File: config.mk
export PLATFORM = sky130hd
export DESIGN_NAME = mmio_arbiter
export DESIGN_NICKNAME = d
export VERILOG_FILES = /design/src/rtl/mmio_arbiter_pkg.sv /design/src/rtl/mmio_arbiter_rr_arb.sv /design/src/rtl/mmio_arbiter.sv
export SDC_FILE = /design/constraint.sdc
export NUM_CORES = 1
export LEC_CHECK = 0
export BUFFER_PORTS_ARGS = -buffer_cell sky130_fd_sc_hd__buf_2
export CORE_MARGIN = 4
export CORE_UTILIZATION = 52
export DETAILED_ROUTE_END_ITERATION = 7
export PLACE_DENSITY = 0.89
export SLEW_MARGIN = 10
export SYNTH_ARGS = -nofsm -noshare
export SYNTH_HDL_FRONTEND = slang
export SYNTH_SLANG_ARGS = --single-unit
File: constraint.sdc
create_clock -name clk -period 2.7 [get_ports clk]
set_input_delay 0.27 -clock clk [delete_from_list [all_inputs] [get_ports clk]]
set_output_delay 0.27 -clock clk [all_outputs]
set_load 0.1 [all_outputs]
File: src/rtl/mmio_arbiter_pkg.sv
// Shared definitions for the two-master MMIO sequencer: widths, defaults, states, payload.
package mmio_arbiter_pkg;

    localparam int unsigned ADDR_W = 15;
    localparam int unsigned DATA_W = 8;
    localparam int unsigned CNT_W  = 4;
    localparam int unsigned PAGE_W = 7;

    // Page of the slow-clock terminal and the default wait budgets.
    localparam logic [PAGE_W-1:0] MMIO_SLOW_PAGE = 7'h03;
    localparam int unsigned       MMIO_FAST_WAIT = 0;
    localparam int unsigned       MMIO_SLOW_WAIT = 8;

    typedef enum logic [1:0] {
        ST_IDLE  = 2'd0,
        ST_ISSUE = 2'd1,
        ST_WAIT  = 2'd2,
        ST_DONE  = 2'd3
    } mmio_state_e;

    // One latched master request.
    typedef struct packed {
        logic              we;
        logic [ADDR_W-1:0] addr;
        logic [DATA_W-1:0] wdata;
    } mmio_req_t;

    // True when the address falls in the given page (addr[14:8]).
    function automatic logic is_page(input logic [ADDR_W-1:0] a,
                                     input logic [PAGE_W-1:0] page);
        return a[ADDR_W-1 -: PAGE_W] == page;
    endfunction

endpackage

File: src/rtl/mmio_arbiter_rr_arb.sv
// Two-way round-robin grant: a lone requester wins, a tie goes to the master not granted last.
module mmio_rr_arb (
    input  logic [1:0] req,
    input  logic       last_grant,
    output logic [1:0] gnt
);

    // One-hot grant; last_grant==1 means master 1 won last time, so master 0 wins a tie.
    always_comb begin
        gnt    = 2'b00;
        gnt[0] = req[0] & (~req[1] | last_grant);
        gnt[1] = req[1] & (~req[0] | ~last_grant);
    end

endmodule

File: src/rtl/mmio_arbiter.sv
// Two-master sequencer for the shared peripheral bus: arbitrate, strobe, wait, acknowledge.
module mmio_arbiter
    import mmio_arbiter_pkg::*;
#(
    parameter int unsigned       FAST_WAIT = MMIO_FAST_WAIT,
    parameter int unsigned       SLOW_WAIT = MMIO_SLOW_WAIT,
    parameter logic [PAGE_W-1:0] SLOW_PAGE = MMIO_SLOW_PAGE
) (
    input  logic              clk,
    input  logic              rst_n,
    input  logic              m0_req,
    input  logic              m0_we,
    input  logic [ADDR_W-1:0] m0_addr,
    input  logic [DATA_W-1:0] m0_wdata,
    output logic [DATA_W-1:0] m0_rdata,
    output logic              m0_ack,
    input  logic              m1_req,
    input  logic              m1_we,
    input  logic [ADDR_W-1:0] m1_addr,
    input  logic [DATA_W-1:0] m1_wdata,
    output logic [DATA_W-1:0] m1_rdata,
    output logic              m1_ack,
    output logic              re,
    output logic              we,
    output logic [ADDR_W-1:0] addr,
    output logic [DATA_W-1:0] data_write,
    input  logic [DATA_W-1:0] data_read
);

    mmio_state_e       state_q, state_d;
    logic [CNT_W-1:0]  cnt_q, cnt_d;
    mmio_req_t         txn_q, txn_d;
    logic              gnt_idx_q, gnt_idx_d;
    logic              last_grant_q, last_grant_d;
    logic              re_q, re_d;
    logic              we_q, we_d;
    logic [DATA_W-1:0] m0_rdata_q, m0_rdata_d;
    logic [DATA_W-1:0] m1_rdata_q, m1_rdata_d;
    logic              m0_ack_q, m0_ack_d;
    logic              m1_ack_q, m1_ack_d;

    logic [1:0]        arb_gnt_c;
    mmio_req_t         m0_pkt_c, m1_pkt_c, sel_pkt_c;
    logic              slow_c;
    logic              hold_c;

    assign m0_pkt_c  = '{we: m0_we, addr: m0_addr, wdata: m0_wdata};
    assign m1_pkt_c  = '{we: m1_we, addr: m1_addr, wdata: m1_wdata};
    assign sel_pkt_c = arb_gnt_c[1] ? m1_pkt_c : m0_pkt_c;
    assign slow_c    = is_page(txn_q.addr, SLOW_PAGE);

    mmio_rr_arb u_rr_arb (
        .req        ({m1_req, m0_req}),
        .last_grant (last_grant_q),
        .gnt        (arb_gnt_c)
    );

    // State, counter, latched request and all registered outputs.
    always_ff @(posedge clk or negedge rst_n) begin
        if (!rst_n) begin
            state_q      <= ST_IDLE;
            cnt_q        <= '0;
            txn_q        <= '0;
            gnt_idx_q    <= 1'b0;
            last_grant_q <= 1'b1;
            re_q         <= 1'b0;
            we_q         <= 1'b0;
            m0_rdata_q   <= '0;
            m1_rdata_q   <= '0;
            m0_ack_q     <= 1'b0;
            m1_ack_q     <= 1'b0;
        end else begin
            state_q      <= state_d;
            cnt_q        <= cnt_d;
            txn_q        <= txn_d;
            gnt_idx_q    <= gnt_idx_d;
            last_grant_q <= last_grant_d;
            re_q         <= re_d;
            we_q         <= we_d;
            m0_rdata_q   <= m0_rdata_d;
            m1_rdata_q   <= m1_rdata_d;
            m0_ack_q     <= m0_ack_d;
            m1_ack_q     <= m1_ack_d;
        end
    end

    // Next state and next output values; strobes are computed one cycle ahead so they are registered.
    always_comb begin
        state_d      = state_q;
        cnt_d        = cnt_q;
        txn_d        = txn_q;
        gnt_idx_d    = gnt_idx_q;
        last_grant_d = last_grant_q;
        re_d         = 1'b0;
        we_d         = 1'b0;
        m0_rdata_d   = m0_rdata_q;
        m1_rdata_d   = m1_rdata_q;
        m0_ack_d     = 1'b0;
        m1_ack_d     = 1'b0;
        hold_c       = 1'b0;

        unique case (state_q)
            ST_IDLE: begin
                if (arb_gnt_c != 2'b00) begin
                    gnt_idx_d = arb_gnt_c[1];
                    txn_d     = sel_pkt_c;
                    re_d      = ~sel_pkt_c.we;
                    we_d      = sel_pkt_c.we;
                    state_d   = ST_ISSUE;
                end
            end
            ST_ISSUE: begin
                cnt_d   = slow_c ? CNT_W'(SLOW_WAIT) : CNT_W'(FAST_WAIT);
                hold_c  = slow_c && (cnt_d != '0);
                re_d    = hold_c & ~txn_q.we;
                we_d    = hold_c & txn_q.we;
                state_d = ST_WAIT;
            end
            ST_WAIT: begin
                if (cnt_q == '0) begin
                    if (!txn_q.we) begin
                        if (gnt_idx_q) m1_rdata_d = data_read;
                        else           m0_rdata_d = data_read;
                    end
                    m0_ack_d = ~gnt_idx_q;
                    m1_ack_d = gnt_idx_q;
                    state_d  = ST_DONE;
                end else begin
                    cnt_d  = cnt_q - CNT_W'(1);
                    // Slow page keeps the strobe up until the final wait cycle.
                    hold_c = slow_c && (cnt_d != '0);
                    re_d   = hold_c & ~txn_q.we;
                    we_d   = hold_c & txn_q.we;
                end
            end
            ST_DONE: begin
                last_grant_d = gnt_idx_q;
                state_d      = ST_IDLE;
            end
            default: begin
                state_d = ST_IDLE;
            end
        endcase
    end

    assign re         = re_q;
    assign we         = we_q;
    assign addr       = txn_q.addr;
    assign data_write = txn_q.wdata;
    assign m0_rdata   = m0_rdata_q;
    assign m1_rdata   = m1_rdata_q;
    assign m0_ack     = m0_ack_q;
    assign m1_ack     = m1_ack_q;

endmodule

== Word level (Yosys, flattened, before mapping) ==
Cells that the tools add are included.

* Register bits after elaboration: 52
* Logic and storage cells: 65

* Reductions and logical operators: 13
* $add $sub $neg: 1
* Equality and inequality tests: 7
* Bitwise operators: 14
* Mux-type cells: 17

{| class="wikitable"
|+ Operators by type and width
! kind !! count
|-
| two-way mux 24 bit || 1
|-
| two-way mux 1 bit || 8
|-
| two-way mux 4 bit || 2
|-
| case mux 2 bit (4 select lines) || 1
|-
| case mux 4 bit (2 select lines) || 1
|-
| AND reduction 4 bit || 2
|-
| nonzero test 4 bit || 2
|-
| equality test 7 x 2 -> 1 bit (second input constant) || 1
|-
| bitwise AND 1 bit || 6
|-
| != test 2 bit (second input constant) || 3
|-
| inverter 1 bit || 6
|-
| case mux 1 bit (3 select lines) || 2
|-
| AND reduction 2 bit || 3
|-
| equality test 2 bit (second input constant) || 2
|-
| logical NOT 4 bit || 1
|-
| two-way mux 2 bit || 2
|-
| nonzero test 2 bit || 2
|-
| subtractor 4 x 1 -> 4 bit (second input constant) || 1
|-
| equality test 2 x 1 -> 1 bit (second input constant) || 1
|-
| logical AND 1 bit || 2
|-
| logical NOT 2 bit || 1
|-
| OR 1 bit || 2
|}

== Depth between registers and ports, before layout ==
Gate-level depths: netlist (run 1).

* Depth in word-level cells: 7
* Gate-level depth with buffers: 6
* Mapped depth without buffers: 6

== By module ==
Synthesis (run 1) repeated with hierarchy kept, for this count alone.

* Cell total of the unflattened synthesis: 235
* Area, all modules: 2607.5 sq um

{| class="wikitable"
|+ Modules (own cells, without submodules)
! module !! area each (sq um) !! seq. area each (sq um) !! cells each !! times used
|-
| mmio_arbiter || 2588.7 || 1302.5 || 232 || 1
|-
| mmio_rr_arb || 18.8 || 0.0 || 3 || 1
|}

== Worst setup path after synthesis (run 1) ==
Ideal clock, no wire load.

* Path kind: register to register
* Start point: register cnt_q[0]
* End point: register m1_rdata_q[0] (netlist: m1_rdata[0])
* Path slack: 0.952 ns
* Arrival: 1.622 ns
* Required time: 2.575 ns
* Library setup time: 0.125 ns
* Stages on the path, launching flop included: 7
* Path through: dfrtp_1 -> inv_1 -> ha_1 -> nand4bb_4 -> or3_1 -> buf_6 -> mux2_4

* Word-level cells in the longest chain between the ends: 2

{| class="wikitable"
|+ Ends and longest elaborated chain
! what !! RTL line !! RTL
|-
| start, declared || mmio_arbiter.sv:31 || <nowiki>logic [CNT_W-1:0] cnt_q, cnt_d;</nowiki>
|-
| start signal, assigned || mmio_arbiter.sv:74 || <nowiki>cnt_q <= cnt_d;</nowiki>
|-
| logical NOT 4 bit || mmio_arbiter.sv:120 || <nowiki>if (cnt_q == '0) begin</nowiki>
|-
| AND reduction 4 bit (no line) || -- ||
|-
| end signal, assigned || mmio_arbiter.sv:81 || <nowiki>m1_rdata_q <= m1_rdata_d;</nowiki>
|-
| end, declared || mmio_arbiter.sv:38 || <nowiki>logic [DATA_W-1:0] m1_rdata_q, m1_rdata_d;</nowiki>
|}

No other way between the ends.
A chain may end at the register's enable or synchronous reset.

== Final worst setup path (run 1) ==
* Start point: register state_q[0]
* End point: register m1_rdata_q[2] (netlist: m1_rdata[2])

* Word-level cells in the longest chain between the ends: 2

{| class="wikitable"
|+ Ends and longest elaborated chain
! what !! RTL line !! RTL
|-
| start, declared || mmio_arbiter.sv:30 || <nowiki>mmio_state_e state_q, state_d;</nowiki>
|-
| start signal, assigned || mmio_arbiter.sv:73 || <nowiki>state_q <= state_d;</nowiki>
|-
| equality test 2 bit || mmio_arbiter.sv:102 || <nowiki>unique case (state_q)</nowiki>
|-
| AND reduction 4 bit (no line) || -- ||
|}

No other way between the ends.

==> flow_summary.yaml, run 1 <==
route:
  first_pass_iters: 4
  wl_per_cell_um: 13.46
  drt_wl_total_mm: 5.101
  drt_iter0_drc: 41
  routed_via_density: 5.026
  vias: 1905
  drc: 0
  final_antenna_net_count: 0
place:
  post-dp-hpwl_mm: 3.999
  gp_congestion: 0.7942
  io_buffers: 102
logic_synthesis:
  syn-num-nets: 298
  ys_top_cells_by_area: "dfrtp_1 (49%), mux2i_1 (9.6%), buf_4 (7.2%)"
  yosysTopAreaCellShare_pct: 48.71
  synthDistinctLibCells: 34
  synth.avg_cell_area_um2: 11.34
  netlist_instances: 231
  yosys_register_bits: 52
  ys_seq_area_share_pct: 49.71
  synth_edf_count: 0
  synth.most_common_cell: "dfrtp_1"
  synthTopCellsByCount: "dfrtp_1 (51), o21ai_0 (31), nand2_1 (30), buf_4 (25), mux2i_1 (25)"
  yosys_warnings: 0
  ys.flop_type: "dfrtp_1"
  async_flop_share_pct: 100.0
  synth_area_um2: 2620
  yosys.area.top_type: "dfrtp_1"
cts:
  cts_tree: "built"
  path_clk_slew_ps: 100
  clockRootBuffer: "clkbuf_8"
  cts_setup_buffers: 0
  cts_buffers: 5
  clk_latency_ps: 310
  clock-sinks: 52
  htreeDepth: 2
  cts_buffer_depth: 2
critical_path:
  crit_required_ps: 2890
  reg2regPathDepth: 5
  crit_type: "reg2reg"
  r2r_end: "m1_rdata[2]$_DFFE_PN0P_"
  end_kind: "register"
  cp_data_arrival_time_ps: 2390
  ff2ff_setup_slack_ps: 490
  timing.rr.start: "state_q[0]$_DFFE_PN0P_"
  cp-start-kind: "register"
  cp_max_fo: 11
status:
  outcome: "finished, final reports clean"
die:
  rows: 25
  core_area_um2: 4817
  dieArea_um2: 6238
  pin_count: 103
  die_x_um: 78.98
  start_util_pct: 54.39
  die_h_um: 78.98
sta:
  setup_viol: 0
  rsz0062_at_grt: "no"
  post-route-period-util_pct: 81.69
  fin_worst_skew_ps: 14.93
  tightest_slew_ps: 920.8
  hold_viol_final: 0
  period_needed_ps: 2206
  relSlewSlack_pct: 38.60
  fin_hold_ws_ps: 197.3
  fin_tns_setup_ps: 0
  slew_viol_final: 0
  fmax_ghz: 0.4534
worst_hold_path:
  hp-class: "in2reg"
  hold_path_end: "m1_rdata[5]$_DFFE_PN0P_"
  hold_depth: 2
  hp-start: "data_read[5]"
final_layout:
  num-fill-cells: 380
  final_util_pct: 64.96
  multi_input_area_um2: 1079
  diodes: 0
  seq_area_um2: 1303
  synthToLayoutAreaGrowth_pct: 19.44
  nets: 378
  drive_above_1_share_pct: 45.19
grt:
  overflow: 0
  grt_pass1_wl_mm: 8.418
  antenna_found_initial: 0
  grt_pass1_vias: 1860
  track_usage_pct: 17.17
  grt_max_degree: 32
flow_run:
  max_cap_violations: 0
worst max-delay path by stage:
| stage | start | depth (start not counted) | endpoint | slack (ps) |
|---|---|---|---|---|
| floorplan | cnt_q[0]$_DFFE_PN0P_ | 6 | m1_rdata[0]$_DFFE_PN0P_ | 950 |
| global placement | state_q[0]$_DFFE_PN0P_ | 5 | m1_rdata[5]$_DFFE_PN0P_ | 630 |
| detailed placement | state_q[0]$_DFFE_PN0P_ | 5 | m1_rdata[2]$_DFFE_PN0P_ | 470 |
| CTS | state_q[0]$_DFFE_PN0P_ | 5 | m1_rdata[2]$_DFFE_PN0P_ | 460 |
| global route | state_q[0]$_DFFE_PN0P_ | 5 | m0_rdata[7]$_DFFE_PN0P_ | 380 |
| finish | state_q[0]$_DFFE_PN0P_ | 5 | m1_rdata[2]$_DFFE_PN0P_ | 490 |
routing by layer:
layer / GRT usage [%] / up-vias / part of all wire, %
met5: 0 / - / 0
met4: 6.873 / 0 / 1.7
met3: 5.782 / 8 / 9.7
met2: 27.44 / 87 / 45
met1: 21.43 / 879 / 43
li1: - / 931 / -
flip-flops by register name (all words and copies together), names as in the netlist, 2 cells and up:
register,count
addr,15
cnt_q,4
data_write,8
m0_rdata,8
m1_rdata,8
state_q,2
placed cells by master (no fill, tap or decap), types with 2 or more instances in the layout:
| cell type | n |
|---|---|
| nand2_1 | 30 |
| clkinvlp_4 | 2 |
| mux2_4 | 8 |
| buf_2 | 102 |
| buf_4 | 3 |
| nor2_1 | 6 |
| inv_1 | 7 |
| nor2b_1 | 2 |
| o21ai_0 | 31 |
| ha_1 | 7 |
| mux2i_1 | 25 |
| dfrtp_1 | 51 |
| mux2_2 | 10 |
| clkbuf_8 | 5 |
logic make-up after synthesis:
| family | share of synthesized area, % |
|---|---|
| DFF | 49.71 |
| and+or+nand+nor | 9.360 |
| muxes | 18.43 |
| AOI/OAI and AO/OA | 9.121 |
| buffers and inverters | 9.695 |
| adders and majority gates | 3.343 |
| xor gates and xnor gates | 0.3343 |
through the flow:
stage                     instances  instance area, um2  setup WS (ps)
after CTS                       379                3129          464.3
after global placement          370                3024          628.9
after global routing            379                3129          376.2
after detailed placement        370                3024          466.5
after floorplan                 231                2620          952.3
final                           379                3129          494.2
worst max-delay path, stage by stage (launching register included):
cell	delay, ps
dfrtp_1	440
inv_1	100
ha_1	420
nand4bb_4	180
or3_1	570
mux2_4	380
timing repair:
item                                   CTS  global route
endpoints found under the hold margin   21             0
hold buffers                             1             0
gates resized for setup                  0             0
layout make-up:
| type | instances | area share [%] |
|---|---|---|
| sequential | 52 | 41.62 |
| clock buffer | 5 | 2.199 |
| inverter | 7 | 0.8397 |
| tap | 67 | 2.679 |
| multi-input combinational | 139 | 34.47 |
| timing repair buffer | 106 | 17.35 |
| clock inverter | 3 | 0.8397 |
Power of run 1 is left out: the tool's default activity adds up to more than one toggle a clock period on the data nets, which glitch-free logic cannot reach.
==> inputs of run 2 (changes only) <==
CORE_UTILIZATION = 49   (was 52)
PLACE_DENSITY = 0.84   (was 0.89)
clock period = 2.3 ns   (was 2.7 ns; I/O delays follow)
==> run 2 against run 1 <==
  * Clock skew fell by 8.0 ps
  * Largest cell class unchanged
  * Register-to-register slack lost 210 ps
  * Highest routed layer unchanged
  * Utilization down 3.1 points
  * Cell count rose by 2.1%
  * Maximum frequency is 9.4% higher
  * Die area increased by 5.5%
==> flow_summary.yaml, run 2 (synthesis results as in run 1) <==
final_layout:
  nets: 383
  final_common_cell: "buf_2"
  num-fill-cells: 450
  mostFrequentLayoutCells: "buf_2 (102), dfrtp_1 (51), o21ai_0 (31)"
  largest_register_ffs: 15
  final_util_pct: 61.85
  fin_cells: 387
  synthToLayoutAreaGrowth_pct: 21.35
  diodes: 0
  fin_area_um2: 3179
  drive_above_1_share_pct: 46.06
critical_path:
  crit_required_ps: 2500
  startpoint: "cnt_q[0]$_DFFE_PN0P_"
  crit_cells: 5
  cp.buffers_inverters: 1
  crit_type: "reg2reg"
  crit_chain: "inv_1 > ha_1 > nand4bb_4 > or3_1 > mux2_4"
  cp-start-kind: "register"
  r2r_end: "m1_rdata[5]$_DFFE_PN0P_"
  timing.critical_path.to: "m1_rdata[5]$_DFFE_PN0P_"
  timing.rr.start: "cnt_q[0]$_DFFE_PN0P_"
  cp_top_family: "simple AND/OR/NAND/NOR gates"
  cp_max_fo: 8
  cp_data_arrival_time_ps: 2220
  cp_slowest_cell: "or3_1"
  end_kind: "register"
  ff2ff_setup_slack_ps: 280
  max_stage_delay_ps: 550
  reg2regPathDepth: 5
grt:
  grt_max_degree: 52
  track_usage_pct: 16.67
  antenna_found_initial: 0
  grt_pass1_wl_mm: 8.500
  overflow: 0
  grt_pass1_vias: 1879
sta:
  rsz0062_at_grt: "no"
  fin_tns_setup_ps: 0
  fin_worst_skew_ps: 6.968
  setup_viol: 0
  tightest_slew_ps: 1012
  slew_viol_final: 0
  hold_viol_final: 0
  relSlewSlack_pct: 32.28
  fmax_ghz: 0.4958
  post-route-period-util_pct: 87.70
  period_needed_ps: 2017
cts:
  cts_hold_buf: 1
  clock-sinks: 52
  htreeDepth: 2
  clockRootBuffer: "clkbuf_8"
  postCtsResizedCells: 0
  path_clk_slew_ps: 100
  cts_tree: "built"
  cts_buffers: 5
  cts_setup_buffers: 0
  cts_buffer_depth: 2
  clk_latency_ps: 300
die:
  pin_count: 103
  rows: 26
  die_x_um: 81.12
  die_h_um: 81.12
  dieArea_um2: 6580
  start_util_pct: 50.97
  core_area_um2: 5140
route:
  drt_iter0_drc: 59
  final_antenna_net_count: 0
  first_pass_iters: 4
  drt_wl_total_mm: 5.207
  vias: 1885
  drc: 0
  wl_per_cell_um: 13.45
  routed_via_density: 4.871
place:
  io_buffers: 102
  post-dp-hpwl_mm: 4.080
  place_area_um2: 3073
  gp_congestion: 0.8731
  dp.cells: 378
flow_run:
  max_cap_violations: 0
worst_hold_path:
  hp-class: "in2reg"
status:
  outcome: "finished, final reports clean"
run 2: cell types whose count changed in the layout (fill, tap and decap cells not counted):
cell        change
buf_4           +5
clkinv_4        +1
clkinvlp_4      -1
o21ai_4         +1
o21ai_2         -1
run 2: worst min path at each step:
| stage | start | to | slack [ps] | cells after the start |
|---|---|---|---|---|
| floorplan | rst_n | addr[0]$_DFFE_PN0P_ | -70 | 0 |
| global placement | rst_n | m0_rdata[2]$_DFFE_PN0P_ | 240 | 1 |
| detailed placement | rst_n | m0_ack$_DFF_PN0_ | 240 | 1 |
| CTS | data_read[1] | m1_rdata[1]$_DFFE_PN0P_ | 160 | 2 |
| global route | data_read[1] | m1_rdata[1]$_DFFE_PN0P_ | 150 | 2 |
| finish | data_read[0] | m1_rdata[0]$_DFFE_PN0P_ | 160 | 2 |
run 2: per-stage QoR:
stage | setup slack (ps) | hold slack (ps)
floorplan | 552.3 | -65.59
CTS | 264.9 | 159.1
detailed placement | 282.9 | 243.3
global placement | 388.1 | 239.5
finish | 282.9 | 164.9
global route | 173.5 | 148.4
run 2: area by class of cell:
cell class | instances | area, um2 | area share (%)
sequential | 52 | 1303 | 40.97
multi-input combinational | 139 | 1086 | 34.16
clock buffer | 5 | 68.82 | 2.165
inverter | 7 | 26.28 | 0.8264
tap | 70 | 87.58 | 2.755
timing repair buffer | 111 | 580.6 | 18.26
clock inverter | 3 | 27.53 | 0.8658
run 2: metal layers:
metal | global-route usage [%] | part of all wire, % | vias up | routed length (um)
li1 | - | - | 937 | -
met1 | 22.41 | 44 | 850 | 2306
met2 | 26.03 | 44 | 90 | 2299
met3 | 4.767 | 10 | 8 | 524
met4 | 5.405 | 1.5 | 0 | 76
met5 | 0 | 0 | - | 0
Power of run 2 is left out for the same reason.
==> inputs of run 3 (changes only) <==
clock period = 2.24 ns   (was 2.3 ns; I/O delays follow)
==> run 3 against run 2 <==
  * The run now ends with hold timing left
  * Non-clock buffer count fell by 4
  * Cell count fell by 1.0%
  * Clock skew fell by 3.7 ps
  * Maximum frequency rose by 1.8%
  * Flip-flop and latch count did not move
  * Clock-buffer cell count did not move
  * Highest routed layer unchanged
==> flow_summary.yaml, run 3 (synthesis results as in run 1) <==
status:
  outcome: "finished, violations left"
  violations: "hold timing"
die:
  pin_count: 103
  start_util_pct: 50.97
  die_x_um: 81.12
  dieArea_um2: 6580
  rows: 26
  die_h_um: 81.12
  core_area_um2: 5140
critical_path:
  max_stage_delay_ps: 440
  cp-start-kind: "register"
  cp.buffers_inverters: 1
  crit_required_ps: 2440
  crit_chain: "inv_1 > ha_1 > nand2b_1 > o21ai_0 > a21boi_0 > mux2_2"
  cp_top_family: "compound AO/OA/AOI/OAI gates"
  cp_data_arrival_time_ps: 2180
  cp_max_fo: 6
  crit_type: "reg2reg"
  cp_slowest_cell: "dfrtp_1"
  end_kind: "register"
sta:
  post-route-period-util_pct: 88.44
  slew_viol_final: 0
  hold_viol_final: 32
  tightest_slew_ps: 1008
  rsz0062_at_grt: "no"
  fmax_ghz: 0.5048
  fin_hold_ws_ps: -22.33
  relSlewSlack_pct: 32.54
  period_needed_ps: 1981
  fin_worst_skew_ps: 3.246
  setup_viol: 0
  fin_tns_setup_ps: 0
cts:
  path_clk_slew_ps: 100
  clockRootBuffer: "clkbuf_8"
  cts_tree: "built"
  postCtsResizedCells: 0
  clock-sinks: 52
  clk_latency_ps: 300
  cts_setup_buffers: 0
  htreeDepth: 2
  cts_buffers: 5
  cts_buffer_depth: 2
  cts_hold_buf: 0
route:
  wl_per_cell_um: 13.29
  drt_iter0_drc: 69
  vias: 1878
  drc: 0
  drt_wl_total_mm: 5.090
  final_antenna_net_count: 0
  routed_via_density: 4.903
  first_pass_iters: 4
place:
  gp_congestion: 0.8626
  io_buffers: 102
  post-dp-hpwl_mm: 4.042
  place_area_um2: 3063
final_layout:
  mostFrequentLayoutCells: "buf_2 (102), dfrtp_1 (51), o21ai_0 (31)"
  fin_area_um2: 3158
  drive_above_1_share_pct: 45.69
  final_common_cell: "buf_2"
  synthToLayoutAreaGrowth_pct: 20.53
  nets: 379
  final_util_pct: 61.44
  diodes: 0
  largest_register_ffs: 15
grt:
  antenna_found_initial: 0
  grt_pass1_vias: 1911
  grt_max_degree: 52
  grt_pass1_wl_mm: 8.625
  overflow: 0
  track_usage_pct: 16.61
worst_hold_path:
  hp-class: "in2async"
flow_run:
  max_cap_violations: 0
[run 3: cell type report]
| class | count | area (um2) |
|---|---|---|
| clock buffers | 5 | 68.82 |
| clock inverters | 3 | 26.28 |
| fillers | 461 | 1982 |
| inverters | 7 | 26.28 |
| multi-input cells | 139 | 1086 |
| flip-flops and latches | 52 | 1303 |
| well taps | 70 | 87.58 |
| repair buffers | 107 | 560.5 |
[run 3: worst register-to-register path, stage by stage, from the launching register on]
cell and delay, ps:
dfrtp_1 440, inv_1 80, ha_1 270, nand2b_1 90, o21ai_0 280, a21boi_0 340
mux2_2 380
[run 3: through the flow]
stage               std cells  worst slack (ps)
CTS                       383             246.0
detailed placement        375             270.3
finish                    383             259.0
global route              383             141.5
floorplan                 231             492.3
global placement          375             327.0
[run 3: worst paths after layout]
path / slack [ps] / startpoint / cells after the start / endpoint
worst max-delay path: 260 / cnt_q[0]$_DFFE_PN0P_ / 6 / state_q[1]$_DFFE_PN0P_
worst min-delay path: -20 / rst_n / 1 / m0_rdata[2]$_DFFE_PN0P_
max in group asynchronous: 1620 / rst_n / 2 / cnt_q[1]$_DFFE_PN0P_
worst min register to register: 480 / data_write[5]$_DFFE_PN0P_ / 2 / data_write[5]$_DFFE_PN0P_
min in group clk: 160 / data_read[1] / 2 / m1_rdata[1]$_DFFE_PN0P_
worst max register to register: 260 / cnt_q[0]$_DFFE_PN0P_ / 6 / state_q[1]$_DFFE_PN0P_
[run 3: metal layers]
layer | vias up | wire length [um] | GRT usage [%]
met5 | - | 0 | 0
met4 | 0 | 35 | 2.534
met3 | 5 | 523 | 4.989
met2 | 90 | 2292 | 28.08
met1 | 851 | 2239 | 21.48
li1 | 932 | - | -
Power of run 3 is left out for the same reason.
